## src/rtl/sub_serial_if.sv

```systemverilog
// Handshake and operand/result bundle for the bit-serial subtractor.
// The master drives requests and operands; the slave returns results.
interface sub_serial_if;
    logic       START;
    logic [3:0] A_DATA;
    logic [3:0] B_DATA;
    logic [5:0] SUB_DATA;
    logic       NEG;
    logic       BUSY;
    logic       DONE;

    modport master (
        output START,
        output A_DATA,
        output B_DATA,
        input  SUB_DATA,
        input  NEG,
        input  BUSY,
        input  DONE
    );

    modport slave (
        input  START,
        input  A_DATA,
        input  B_DATA,
        output SUB_DATA,
        output NEG,
        output BUSY,
        output DONE
    );
endinterface

```

## src/rtl/sub_serial.sv

```systemverilog
// Bit-serial 4-bit subtractor, LSB first, registered borrow, 6-bit result.
// Define SUB_SERIAL_ABS_EN to return |A-B| through an extra ABS state.
module sub_serial (
    input logic        CLK,
    input logic        RST,
    sub_serial_if.slave bus
);

`ifdef SUB_SERIAL_ABS_EN
    typedef enum logic [1:0] {
        S_IDLE,
        S_SHIFT,
        S_ABS,
        S_DONE
    } state_t;
`else
    typedef enum logic [1:0] {
        S_IDLE,
        S_SHIFT,
        S_DONE
    } state_t;
`endif

    state_t     state;
    state_t     state_nxt;

    logic [3:0] a_sr;
    logic [3:0] b_sr;
    logic [3:0] res_sr;
    logic [1:0] cnt;
    logic       borrow;
    logic [5:0] sub_q;
    logic       neg_q;

    logic       load;
    logic       shift;
    logic       last;

    logic       d;
    logic       borrow_nxt;

    assign d          = a_sr[0] ^ b_sr[0] ^ borrow;
    assign borrow_nxt = (~a_sr[0] & b_sr[0])
                      | (~(a_sr[0] ^ b_sr[0]) & borrow);

    always_ff @(posedge CLK) begin
        if (RST) begin
            state <= S_IDLE;
        end else begin
            state <= state_nxt;
        end
    end

    always_comb begin
        state_nxt = state;
        load      = 1'b0;
        shift     = 1'b0;
        last      = 1'b0;
        unique case (state)
            S_IDLE: begin
                if (bus.START) begin
                    load      = 1'b1;
                    state_nxt = S_SHIFT;
                end
            end
            S_SHIFT: begin
                shift = 1'b1;
                if (cnt == 2'd3) begin
                    last = 1'b1;
`ifdef SUB_SERIAL_ABS_EN
                    state_nxt = S_ABS;
`else
                    state_nxt = S_DONE;
`endif
                end
            end
`ifdef SUB_SERIAL_ABS_EN
            S_ABS: begin
                state_nxt = S_DONE;
            end
`endif
            S_DONE: begin
                if (bus.START) begin
                    load      = 1'b1;
                    state_nxt = S_SHIFT;
                end else begin
                    state_nxt = S_IDLE;
                end
            end
            default: begin
                state_nxt = S_IDLE;
            end
        endcase
    end

`ifdef SUB_SERIAL_ABS_EN
    // Raw 5-bit difference parked between the last shift and ABS.
    logic [4:0] raw;
    logic [3:0] mag;
    logic       fin_abs;

    assign fin_abs = (state == S_ABS);
    assign mag     = raw[4] ? (~raw[3:0] + 4'd1) : raw[3:0];

    always_ff @(posedge CLK) begin
        if (RST) begin
            raw <= 5'd0;
        end else if (last) begin
            raw <= {borrow_nxt, d, res_sr[3:1]};
        end
    end
`endif

    always_ff @(posedge CLK) begin
        if (RST) begin
            a_sr   <= 4'd0;
            b_sr   <= 4'd0;
            res_sr <= 4'd0;
            cnt    <= 2'd0;
            borrow <= 1'b0;
            sub_q  <= 6'h00;
            neg_q  <= 1'b0;
        end else begin
            if (load) begin
                a_sr   <= bus.A_DATA;
                b_sr   <= bus.B_DATA;
                cnt    <= 2'd0;
                borrow <= 1'b0;
            end
            if (shift) begin
                a_sr   <= {1'b0, a_sr[3:1]};
                b_sr   <= {1'b0, b_sr[3:1]};
                res_sr <= {d, res_sr[3:1]};
                borrow <= borrow_nxt;
                cnt    <= cnt + 2'd1;
            end
`ifdef SUB_SERIAL_ABS_EN
            if (fin_abs) begin
                sub_q <= {2'b00, mag};
                neg_q <= raw[4];
            end
`else
            if (last) begin
                sub_q <= {borrow_nxt, borrow_nxt,
                          d, res_sr[3:1]};
                neg_q <= borrow_nxt;
            end
`endif
        end
    end

    assign bus.SUB_DATA = sub_q;
    assign bus.NEG      = neg_q;
`ifdef SUB_SERIAL_ABS_EN
    assign bus.BUSY     = (state == S_SHIFT) || (state == S_ABS);
`else
    assign bus.BUSY     = (state == S_SHIFT);
`endif
    assign bus.DONE     = (state == S_DONE);

endmodule

```

## src/flat_wrapper.sv

```systemverilog
// flat-port wrapper written by rule: the top's interface ports become plain ports
module sub_serial_flat 
  (CLK, RST, bus_START, bus_A_DATA, bus_B_DATA, bus_SUB_DATA, bus_NEG, bus_BUSY, bus_DONE);
  sub_serial_if bus_i ();
  input logic CLK;
  input logic RST;
  input wire logic [$bits(bus_i.START)-1:0] bus_START;
  input wire logic [$bits(bus_i.A_DATA)-1:0] bus_A_DATA;
  input wire logic [$bits(bus_i.B_DATA)-1:0] bus_B_DATA;
  output wire logic [$bits(bus_i.SUB_DATA)-1:0] bus_SUB_DATA;
  output wire logic [$bits(bus_i.NEG)-1:0] bus_NEG;
  output wire logic [$bits(bus_i.BUSY)-1:0] bus_BUSY;
  output wire logic [$bits(bus_i.DONE)-1:0] bus_DONE;
  assign bus_i.START = bus_START;
  assign bus_i.A_DATA = bus_A_DATA;
  assign bus_i.B_DATA = bus_B_DATA;
  assign bus_SUB_DATA = bus_i.SUB_DATA;
  assign bus_NEG = bus_i.NEG;
  assign bus_BUSY = bus_i.BUSY;
  assign bus_DONE = bus_i.DONE;
  sub_serial u_core (.CLK(CLK), .RST(RST), .bus(bus_i));
endmodule
```

## config.mk

```make
export PLATFORM = sky130hd
export DESIGN_NAME = sub_serial_flat
export DESIGN_NICKNAME = d
export VERILOG_FILES = /design/src/rtl/sub_serial_if.sv /design/src/rtl/sub_serial.sv /design/src/flat_wrapper.sv
export SDC_FILE = /design/constraint.sdc
export NUM_CORES = 1
export LEC_CHECK = 0
export CAP_MARGIN = 20
export CORE_UTILIZATION = 25
export DETAILED_ROUTE_END_ITERATION = 6
export PLACE_DENSITY_LB_ADDON = 0.2
export SLEW_MARGIN = 20
export SYNTH_ARGS = -nofsm -noshare
export SYNTH_HDL_FRONTEND = slang
export SYNTH_SLANG_ARGS = --single-unit
export TNS_END_PERCENT = 50
```

## constraint.sdc

```tcl
create_clock -name CLK -period 1.1 [get_ports CLK]
set_input_delay 0.275 -clock CLK [delete_from_list [all_inputs] [get_ports CLK]]
set_output_delay 0.275 -clock CLK [all_outputs]
set_load 0.02 [all_outputs]
```

==> results.json, run 1 <==
{
  "yosys_warnings": 0,
  "cp_cell_sequence": "and2b_2 > buf_6",
  "post-synth-top-count-cell": "dfxtp_1",
  "drive_gt1_share_pct": 35.2,
  "pre_cts_ws_ns": -0.325,
  "root_buffer": "clkbuf_4",
  "endpoint_kind": "primary output",
  "cts_tree": "done",
  "die-area_um2": 3830,
  "vias": 747,
  "leakagePower_nw": 0.503,
  "cp_slowest_stage_delay_ns": 0.36,
  "setup_violations": 7,
  "initial_utilization_pct": 26.4,
  "placed_cell_area_um2": 1130,
  "final_nets": 136,
  "worst_pin_slew_ns": 0.224,
  "synth-async-reset-ratio_pct": 0,
  "grt_pass1_vias": 740,
  "route.detailed.drc": 0,
  "syn-num-nets": 109,
  "synth_area_leaders": "dfxtp_1, mux2i_1, a21oi_1",
  "dp_hpwl_um": 1270,
  "ios": 20,
  "track_usage_pct": 11.5,
  "viasPerCell": 4.45,
  "fin_area_um2": 1240,
  "die_w_um": 61.9,
  "cp.required_ns": 0.82,
  "pwr_density_cell_nw_per_um2": 1180,
  "fin_setup_tns_ns": -0.761,
  "syn_area_per_cell_um2": 9.33,
  "critical_path_class": "reg2out",
  "hp-class": "reg2reg",
  "synth-edff-count": 0,
  "worst_hold_slack_ns": 0.468,
  "grt.met3_usage_pct": 1.45,
  "grt_pass1_wl_um": 3160,
  "ctsHtreeMaxLevel": 1,
  "grt-ovfl-total": 0,
  "hold_viol": 0,
  "finalMaxSlewViolations": 0,
  "power_mw": 1.46,
  "die_y_um": 61.9,
  "violations": "negative setup slack",
  "clkLatencyLatePin_ns": 0.30,
  "synth_seq_area_share_pct": 46.9,
  "gr-usage-met2_pct": 20.4,
  "cts_max_path_buffers": 2,
  "finClkSkew_ns": 0.00418,
  "antenna_found_initial": 0,
  "row_count": 21,
  "port_buffers": 19,
  "slew_headroom_pct": 85.0,
  "setup_slack_ns": -0.174,
  "wirelength_um": 1850,
  "synth.distinct_cells": 23,
  "grt_util_met1_pct": 13.3,
  "drt-pass1-iter-count": 4,
  "clk_pin_slew_ns": 0.12,
  "ant_nets": 0,
  "status": "finished with violations",
  "critPathSlowestCell": "dfxtp_2",
  "peakVddDrop_mv": 0.325,
  "dr.first_iter.drc_count": 16,
  "gp_congestion": 0.683,
  "grt_setup_unrepaired": "yes",
  "syn_area_um2": 896,
  "antennaDiodeCount": 0,
  "synth_top_area_share_pct": 46.9,
  "cp.arrival_ns": 1.00,
  "grt_start_max_net_pins": 20,
  "area_growth_pct": 38.0,
  "drv_cap": 0,
  "synth_common_cells": "dfxtp_1, a21oi_1, nand2_1, mux2i_1, nor2_1",
  "min_period_over_period_pct": 116,
  "synthCells": 96,
  "core_um2": 3390,
  "wire_per_inst_um": 11.0,
  "top_usage_layer": "met2",
  "worstSetupStartpointType": "flip-flop",
  "worstPathMaxFanout": 3,
  "max_freq_mhz": 785,
  "period_needed_ns": 1.27,
  "yosys.area.top_type": "dfxtp_1",
  "synth-main-ff-cell": "dfxtp_1",
  "clock_sinks": 21,
  "synth-seq-cells": 21,
  "cts_buffers": 3
}
## cell families after synthesis
kind of cell	after synthesis	share of synthesized area, %
flops	21	46.9
compound gates	19	13.0
fa+ha+maj	2	3.63
buf+inv	12	9.08
mux	8	8.94
simple gates	34	18.4
## layout make-up
cell class	instances	area, um^2
Clock buffer	4	26.3
Fill cell	356	2150
Inverter	3	11.3
Multi-Input combinational cell	64	433
Sequential cell	21	432
Tap cell	46	57.6
Timing Repair Buffer	30	277
## final timing paths
kind / startpoint / endpoint / cells after the start / slack (ns)
setup / recovery: u_core.state[0] / bus_DONE / 2 / -0.17
hold / removal: u_core.res_sr[1] / u_core.res_sr[1] / 2 / 0.47
setup reg to reg: u_core.b_sr[0] / u_core.res_sr[3] / 4 / -0.14
hold reg to reg: u_core.res_sr[1] / u_core.res_sr[1] / 2 / 0.47
## what timing repair did
item / in CTS / in global routing
endpoints found under the setup margin: 13 / 29
pin swaps: 7 / 3
gates resized for setup: 49 / 20
setup buffers: 2 / 2
hold buffers: 0 / 0
cloned: 0 / 1
## worst max-delay path, delay by kind of cell (launching register included)
family                 cells  cell delay [ns]
AND/OR/NAND/NOR            1             0.22
flip-flops                 1             0.36
buffers and inverters      1             0.12
## cells in the final DEF (no fill, tap or decap), drive strengths merged
cell type	instances
clkbuf	4
nand2b	5
nor3	2
clkdlybuf4s50	10
a211oi	6
inv	3
mux2i	8
o21a	1
dfxtp	21
fa	1
nor2	8
a21oi	11
a311oi	1
buf	20
ha	1
nand3	7
nand2	11
and2b	1
nand3b	1
## sequential cells by signal, indices dropped and copies added, names as in the netlist
signal               flops
u_core.bus.SUB_DATA      5
u_core.a_sr              4
u_core.b_sr              4
u_core.res_sr            3
u_core.cnt               2
u_core.state             2
u_core.borrow            1
## power by group
| part | internal [mW] | leakage (nW) | switching [mW] | total [mW] |
|---|---|---|---|---|
| clock network | 0.141 | 0.0150 | 0.231 | 0.373 |
| registers | 0.801 | 0.176 | 0.0247 | 0.826 |
| logic | 0.135 | 0.313 | 0.124 | 0.259 |
| total | 1.08 | 0.503 | 0.380 | 1.46 |
## per-stage QoR
step | util, % | cells
6_report | 36.5 | 168
5_1_grt | 36.5 | 168
4_1_cts | 34.1 | 165
3_5_place_dp | 33.2 | 159
3_3_place_gp | 33.2 | 159
2_1_floorplan | - | 96
## per-layer routing
layer  wire, um  vias to the layer above  part of all wire (%)
li1           -                      379                     -
met1        872                      346                    47
met2        900                       20                    49
met3         54                        2                   2.9
met4         26                        0                   1.4
met5          0                        -                     0
No activity file was read; power rests on OpenSTA's default activity.
==> run 2, diff against run 1 <==
--- a/config.mk
+++ b/config.mk
@@ -6,7 +6,8 @@
 export NUM_CORES = 1
 export LEC_CHECK = 0
 export CAP_MARGIN = 20
-export CORE_UTILIZATION = 25
+export CORE_UTILIZATION = 30
+export CTS_CLUSTER_DIAMETER = 50
 export DETAILED_ROUTE_END_ITERATION = 6
 export PLACE_DENSITY_LB_ADDON = 0.2
 export SLEW_MARGIN = 20
==> results.json, run 2 (synthesized netlist as in run 1, its figures left out) <==
{
  "finalMaxSlewViolations": 0,
  "post-route-util_pct": 42.6,
  "cp_cell_sequence": "and2b_2 > buf_6",
  "r2r_slack_ns": -0.10,
  "clock_sinks": 21,
  "dr.first_iter.drc_count": 25,
  "gp_congestion": 0.653,
  "ios": 20,
  "initial_utilization_pct": 32.2,
  "layout_commonest_cell": "buf_4",
  "largest_register_ffs": 5,
  "min_period_over_period_pct": 119,
  "period_needed_ns": 1.31,
  "hp-class": "reg2reg",
  "drv_cap": 0,
  "cts_tree": "done",
  "cp_slowest_stage_delay_ns": 0.37,
  "critPathSlowestCell": "dfxtp_2",
  "clk_pin_slew_ns": 0.11,
  "cp.required_ns": 0.82,
  "port_buffers": 19,
  "fin_setup_tns_ns": -0.582,
  "drive_gt1_share_pct": 31.7,
  "die-area_um2": 3210,
  "clkLatencyLatePin_ns": 0.30,
  "drt-pass1-iter-count": 4,
  "wirelength_um": 1800,
  "grt_pass1_vias": 693,
  "power_switching_mw": 0.369,
  "worst_hold_slack_ns": 0.462,
  "viasPerCell": 4.93,
  "critical_path_class": "reg2out",
  "grt_start_max_net_pins": 22,
  "layout_common_cells": "buf_4, dfxtp_1, nand2_1",
  "setup_violations": 7,
  "worst_pin_slew_ns": 0.214,
  "dp_hpwl_um": 1220,
  "route.detailed.drc": 0,
  "clkPwrFrac_pct": 25.4,
  "slew_headroom_pct": 85.7,
  "pwr_density_cell_nw_per_um2": 1220,
  "track_usage_pct": 12.4,
  "hold_viol": 0,
  "seqPwrFrac_pct": 57.3,
  "antenna_found_initial": 0,
  "internal_power_mw": 1.08,
  "violations": "negative setup slack",
  "worstPathMaxFanout": 4,
  "peakVddDrop_mv": 0.728,
  "grt_pass1_wl_um": 3140,
  "status": "finished with violations",
  "finClkSkew_ns": 0.000892,
  "core_um2": 2780,
  "row_count": 19,
  "cts_max_path_buffers": 2,
  "max_freq_mhz": 765,
  "pwr-share-comb_pct": 17.3,
  "antennaDiodeCount": 0,
  "endpoint_kind": "primary output",
  "grt-ovfl-total": 0,
  "vias": 744,
  "setup_slack_ns": -0.207,
  "root_buffer": "clkbuf_4",
  "grt_setup_unrepaired": "yes",
  "die_y_um": 56.6,
  "ctsHtreeMaxLevel": 1,
  "nFillCells": 271,
  "final_nets": 134,
  "cts_buffers": 3,
  "worstSetupStartpointType": "flip-flop",
  "die_w_um": 56.6,
  "switching_share_pct": 25.5,
  "power_mw": 1.45,
  "cp.arrival_ns": 1.03,
  "wire_per_inst_um": 11.9,
  "ant_nets": 0,
  "area_growth_pct": 32.4,
  "leakagePower_nw": 0.485
}
run 2: final cells by class:
class                           count  area, um^2  share of cell area, %
Multi-Input combinational cell     64         427                   36.0
Inverter                            3        11.3                  0.949
Sequential cell                    21         432                   36.4
Timing Repair Buffer               28         251                   21.2
Clock buffer                        4        26.3                   2.22
Tap cell                           31        38.8                   3.27
run 2: what timing repair did:
item,CTS,global route
gates resized for setup,50,11
cloned,1,0
pin swaps,2,0
hold buffers,0,0
endpoints found under the hold margin,0,0
setup endpoints to repair,27,24
buffers inserted,1,0
run 2: power groups by stage:
stage / combinational, mW / sequential [mW] / clock (mW)
floorplan: 0.161 / 0.835 / 0
global placement: 0.234 / 0.841 / 0
detailed placement: 0.236 / 0.842 / 0
CTS: 0.251 / 0.826 / 0.384
global route: 0.277 / 0.836 / 0.422
finish: 0.250 / 0.829 / 0.367
run 2: per-stage QoR:
stage,area (um^2),worst slack (ns),cells
finish,1190,-0.207,151
global route,1190,-0.250,151
CTS,1160,-0.222,151
detailed placement,1130,-0.326,145
global placement,1130,-0.342,145
floorplan,897,-0.0303,96
run 2: final timing paths:
kind,start,endpoint,cells past startpoint
max,u_core.state[0],bus_DONE,2
min,u_core.bus.SUB_DATA[0],u_core.bus.SUB_DATA[0],2
max reg2reg,u_core.borrow,u_core.bus.SUB_DATA[3],4
min reg2reg,u_core.bus.SUB_DATA[0],u_core.bus.SUB_DATA[0],2
run 2: routing by layer:
| layer | routed length, um | vias up | track usage (%) | part of all wire (%) |
|---|---|---|---|---|
| met2 | 795 | 22 | 18.2 | 44 |
| met3 | 101 | 2 | 2.76 | 5.6 |
| met4 | 8 | 0 | 4.18 | 0.44 |
| met1 | 898 | 348 | 17.8 | 50 |
| met5 | 0 | - | 0 | 0 |
| li1 | - | 372 | - | - |
run 2: worst max-delay path: cells and delay by family, from the launching register on:
kind / cells / cell delay, ns
buf+inv: 1 / 0.13
simple gates: 1 / 0.23
flops: 1 / 0.37
